--- src/rtl/oin_request_m2p.sv ---
// Method-to-pipe serializer: packs say/say2 calls into tagged 144-bit words,
// buffers them in a DEPTH-entry FIFO and offers them to a downstream pipe.
module oin_request_m2p #(
  parameter int          DEPTH    = 2,
  parameter logic [15:0] TAG_SAY  = 16'd0,
  parameter logic [15:0] TAG_SAY2 = 16'd1
) (
  input  logic          clk,
  input  logic          rst_n,
  input  logic          say__ena,
  input  logic [31:0]   say_v,
  output logic          say__rdy,
  input  logic          say2__ena,
  input  logic [31:0]   say2_a,
  input  logic [31:0]   say2_b,
  output logic          say2__rdy,
  output logic          enq__ena,
  output logic [143:0]  enq_v,
  input  logic          enq__rdy,
  output logic [15:0]   sent_count
);

  localparam int AW = $clog2(DEPTH);
  localparam int CW = AW + 1;
  localparam logic [CW-1:0] FULL = CW'(DEPTH);

  logic [143:0]  mem [DEPTH];
  logic [AW-1:0] wr_ptr_reg;
  logic [AW-1:0] rd_ptr_reg;
  logic [CW-1:0] count_reg;
  logic [15:0]   sent_count_reg;

  logic          not_full;
  logic          not_empty;
  logic          say_fire;
  logic          say2_fire;
  logic          push;
  logic          pop;
  logic [143:0]  wdata;

  assign not_full  = (count_reg != FULL);
  assign not_empty = (count_reg != '0);

  // Ready is gated by the registered count only, never by downstream ready.
  assign say__rdy  = not_full;
  assign say2__rdy = not_full && !say__ena;

  assign say_fire  = say__ena && say__rdy;
  assign say2_fire = say2__ena && say2__rdy;
  assign push      = say_fire || say2_fire;
  assign pop       = not_empty && enq__rdy;

  assign wdata = say_fire ? {TAG_SAY,  16'h0, say_v,  32'h0,  48'h0}
                          : {TAG_SAY2, 16'h0, say2_a, say2_b, 48'h0};

  assign enq__ena   = not_empty;
  assign enq_v      = not_empty ? mem[rd_ptr_reg] : 144'h0;
  assign sent_count = sent_count_reg;

  // Storage carries no reset; an empty FIFO masks whatever it holds.
  always_ff @(posedge clk) begin
    if (push) begin
      mem[wr_ptr_reg] <= wdata;
    end
  end

  always_ff @(posedge clk or negedge rst_n) begin
    if (!rst_n) begin
      wr_ptr_reg     <= '0;
      rd_ptr_reg     <= '0;
      count_reg      <= '0;
      sent_count_reg <= '0;
    end else begin
      if (push) begin
        wr_ptr_reg <= wr_ptr_reg + AW'(1);
      end
      if (pop) begin
        rd_ptr_reg     <= rd_ptr_reg + AW'(1);
        sent_count_reg <= sent_count_reg + 16'd1;
      end
      case ({push, pop})
        2'b10:   count_reg <= count_reg + CW'(1);
        2'b01:   count_reg <= count_reg - CW'(1);
        default: count_reg <= count_reg;
      endcase
    end
  end

endmodule

--- config.mk ---
export PLATFORM = sky130hd
export DESIGN_NAME = oin_request_m2p
export DESIGN_NICKNAME = d
export VERILOG_FILES = /design/src/rtl/oin_request_m2p.sv
export SDC_FILE = /design/constraint.sdc
export NUM_CORES = 1
export LEC_CHECK = 0
export ABC_CLOCK_PERIOD_IN_PS = 3950
export CELL_PAD_IN_SITES_DETAIL_PLACEMENT = 0
export CELL_PAD_IN_SITES_GLOBAL_PLACEMENT = 1
export CORE_ASPECT_RATIO = 0.6
export CORE_MARGIN = 2
export CORE_UTILIZATION = 31
export DETAILED_ROUTE_END_ITERATION = 6
export GPL_TIMING_DRIVEN = 0
export PLACE_DENSITY_LB_ADDON = 0.1
export SLEW_MARGIN = 20
export SYNTH_ARGS = -nofsm -noshare
export SYNTH_HDL_FRONTEND = slang
export SYNTH_SLANG_ARGS = --single-unit
--- constraint.sdc ---
create_clock -name clk -period 3.95 [get_ports clk]
set_input_delay 1.185 -clock clk [delete_from_list [all_inputs] [get_ports clk]]
set_output_delay 1.185 -clock clk [all_outputs]
set_load 0.02 [all_outputs]
After elaboration in Yosys (flattened, before gate mapping). Memories as Yosys holds them, arrays and structs flattened. Index checks and enable logic that the tools add are counted.

Equality and inequality tests: 3. Add/sub/neg operators: 5. Multiplexer cells: 5. Reduce and logical (&&, ||, !) cells: 8.

Operators by type and width (number): $mux W144 (1); $mux W129 (1); $add A16 B1 Y16 const B (1); $logic_and A1 B1 Y1 (4); $pmux W2 S2 (1); $reduce_bool A2 Y1 (2); $add A1 B1 Y1 const B (2); $add A2 B1 Y2 const B (1); $eq A2 B1 Y1 const B (1); $eq A2 B2 Y1 const B (1); $mux W1 (2); $ne A2 B2 Y1 const B (1); $sub A2 B1 Y2 const B (1); $logic_not A1 Y1 (1); $logic_or A1 B1 Y1 (1).

Logic and storage cells: 26. Output and inout port bits: 163. Memories: 1. Bits of input ports: 101. Bits in writable memories: 258. Flip-flop bits (word level): 20.

Memory list: mem (words 2, bits a word 129, read ports 1, clocked after memory_dff 0, wr ports 1, RTL line 27) `logic [143:0] mem [DEPTH];`.

Longest topological paths before layout.
Depth in word-level cells: 6. Mapped depth: 6. Depth with buffers taken out: 6.

Worst setup path before layout. No wires, ideal clock.

Path type: input -> register. Start point: in say__ena. End point: mem mem[0][100] (netlist bit) (enable). Path buffers: 0. Setup time: 0.489 ns. Required time: 3.461 ns. Arrival: 4.118 ns. Slack: -0.656 ns. Stages on the path: 2. Cells stage by stage: o21ai_0 > nor2_1.

Cells in the longest elaborated chain, start to end: 6. Elaborated cells on any way between the ends: 7. Those cells by class: mux (2); reduce/logical (5).

Ends and longest elaborated chain: start, declared (RTL line 10) `input logic say__ena,`; $logic_not A1 Y1 (RTL line 46) `assign say2__rdy = not_full && !say__ena;`; $logic_and A1 B1 Y1 (RTL line 46); $logic_and A1 B1 Y1 (RTL line 49) `assign say2_fire = say2__ena && say2__rdy;`; $logic_or A1 B1 Y1 (*) (RTL line 50) `assign push = say_fire || say2_fire;`; $mux W1 (*) (RTL line 62) `if (push) begin`; $mux W1 (not written as such) (*) (RTL line 63) `mem[wr_ptr_reg] <= wdata;`; end, declared (RTL line 27).

Every way passes the cells marked *; elsewhere a longest branch is shown, timed or not.

Worst setup path after layout.
Start point: reg count_reg[0]. End point: out enq_v[92].

Cells in the longest elaborated chain, start to end: 2.

Ends and longest elaborated chain: start, declared (RTL line 30) `logic [CW-1:0] count_reg;`; start signal, assigned (RTL line 82) `2'b10: count_reg <= count_reg + CW'(1);`; start signal, assigned (RTL line 83) `2'b01: count_reg <= count_reg - CW'(1);`; start signal, assigned (RTL line 84) `default: count_reg <= count_reg;`; $reduce_bool A2 Y1 (RTL line 42) `assign not_empty = (count_reg != '0);`; $mux W144 (RTL line 57) `assign enq_v = not_empty ? mem[rd_ptr_reg] : 144'h0;`; end, declared (RTL line 18) `output logic [143:0] enq_v,`.

Every way passes these cells.

==> summary.txt <==
status -> finished clean
Max IR drop VDD -> 0.398 mV
CP top delay family -> buffers and inverters
Worst-Margin Slew -> 968 ps
vias in the first global route -> 4439
Synth Cell Area -> 6970 µm²
Worst Path Arrival -> 2510 ps
die area -> 23700 µm²
Crit Path Max Fanout -> 10
first-pass GRT wire length -> 24300 µm
Final Util -> 46.2%
FF-to-FF Start -> count_reg[0]
CP bufs+invs -> 3
Initial Utilization -> 31.6%
Die Wd -> 198 µm
commonest non-fill, non-tap cell in the layout -> clkdlybuf4s50_1
Tot GR Track Use -> 13.7%
most used cell along the critical path -> nor2_1
most frequent cells in the layout -> clkdlybuf4s50_1, edfxtp_1, buf_4
required time of the critical path -> 2760 ps
tightest hold margin -> 471 ps
Post-synth EDFFs -> 130
Root Buffer -> clkbuf_16
finished layout cell area -> 10200 µm²
Post-CTS Setup Bufs -> 0
Die Height -> 120 µm
CTS Sinks -> 150
Mapped Cells -> 505
largest net degree at the start of global routing -> 25
CTS Buf Count -> 17
final setup TNS -> 0 ps
CP endpoint kind -> output pin
CP peak stage delay -> 560 ps
Max Fclk -> 270 MHz
# IOs -> 264
synth unique cells -> 27
GR Overflow Total -> 0
Vias -> 4435
max cap viols -> 0
top-area cell type share of the netlist area -> 56.0%
worst rel slew slack -> 34.8%
Final nets -> 895
initial antenna violation count -> 0
Lkg Pwr -> 4.18 nW
worst-path cell chain -> nor2_1, buf_2, buf_1, nor2_1, clkdlybuf4s50_1
DRT antenna net count -> 0
RSZ-0062 raised after global routing -> no
multi-input logic area -> 2140 µm²
fill count -> 2032
Placement Rows -> 42
drt pass-1 iters -> 4
dpl cell area -> 9630 µm²
fin crit share -> 93.6%
Sequential Area -> 4400 µm²
Slew Viols, Final -> 0
Hold Startpoint -> sent_count[15]
FF+latch count, synth -> 150
max reg flops -> 130
H-tree level count -> 4
CTS tree -> built
commonest register cell after synthesis -> edfxtp_1
asr flop ratio synth -> 13.3%
Worst Setup Start Kind -> flip-flop
Core ar. -> 22100 µm²
Layout area overhead -> 46.2%
Pwr Density -> 775 nW/µm²
Period minus WS final -> 3700 ps
hold_buf cts -> 0
top cells by area, synth -> edfxtp_1, mux2i_1, buf_4
Worst-path clk slew -> 60 ps
WS Path Type -> flip-flop to output pin
Final Skew -> 7.15 ps
DRC viols -> 0
Seq/Total Area, Yosys -> 63.2%
Setup-failing EPs final -> 0
routability congestion estimate -> 0.721
Final Hold Fails -> 0
Design Power -> 0.00790 W
origin of the worst setup path -> count_reg[0]
1st-iter DRT viols -> 166
layout cells sized above 1 -> 20.6%
worst skew pair latency -> 410 ps
IO Port Bufs -> 184
PostCTS Resize Cnt -> 0
Syn Area/Cell -> 13.8 µm²
deepest clock path buffer count -> 2
Total Wirelength -> 16200 µm
vias per cell -> 4.06
Synth warnings -> 0
post-synth top area cell -> edfxtp_1
Critical-path top delay cell -> clkdlybuf4s50_1
DR WL/cell -> 14.8 µm
hpwl dp -> 12000 µm
Hold Path Class -> flip-flop to flip-flop
==> layer usage <==
layer	GRT usage, %	up-vias	wire (µm)
li1	-	2192	-
met1	18.2	2102	7380
met2	21.1	132	7360
met3	5.20	9	1290
met4	3.67	0	117
met5	0	-	0
==> report_power, final <==
part           switching, W  leakage (nW)  internal [W]
Sequential         0.000169          1.50       0.00244
Clock              0.000637         0.259      0.000873
Combinational       0.00209          2.42       0.00170
==> final timing paths <==
kind | depth (start not counted) | slack (ps) | end
max in group asynchronous | 1 | 2080 | sent_count[0]
min in group asynchronous | 1 | 1300 | sent_count[10]
max | 5 | 250 | enq_v[92]
min reg2reg | 1 | 470 | sent_count[15]
min | 1 | 470 | sent_count[15]
max reg2reg | 5 | 1750 | mem[0][98]
==> cells by family after synthesis <==
family | synth area share (%)
flops | 63.2
simple gates | 8.65
buf+inv | 10.5
mux | 14.6
xor+xnor | 2.51
fa+ha+maj | 0.359
compound gates | 0.143
other cells | 0.0538
==> final cells by class <==
cell class | count | share of cell area (%)
Clock inverter | 13 | 1.19
Inverter | 3 | 0.111
Multi-Input combinational cell | 328 | 21.0
Antenna cell | 1 | 0.0246
Buffer | 102 | 7.08
Clock buffer | 19 | 4.25
Sequential cell | 150 | 43.2
Timing Repair Buffer | 190 | 19.6
Tap cell | 286 | 3.51
==> cell usage after synthesis (2+ instances only) <==
cell type  instances
nand4_1            5
inv_1              3
mux2i_1           65
buf_1              4
buf_2             10
xnor2_1           18
buf_4             80
edfxtp_1         130
buf_6              3
mux2_4             2
ha_1               2
and2_1            33
clkbuf_1           5
and3_1             2
nand2_1            7
nand3_1            6
dfrtp_1           20
mux2_2            30
xor2_1             2
nor2_1            71
==> stage by stage <==
step	std cells	setup WS, ps
4_1_cts	1091	123
5_1_grt	1091	16.3
6_report	1092	253
2_1_floorplan	583	-656
3_5_place_dp	1059	379
3_3_place_gp	1053	-3100
Power figures use the tool's default switching activity.
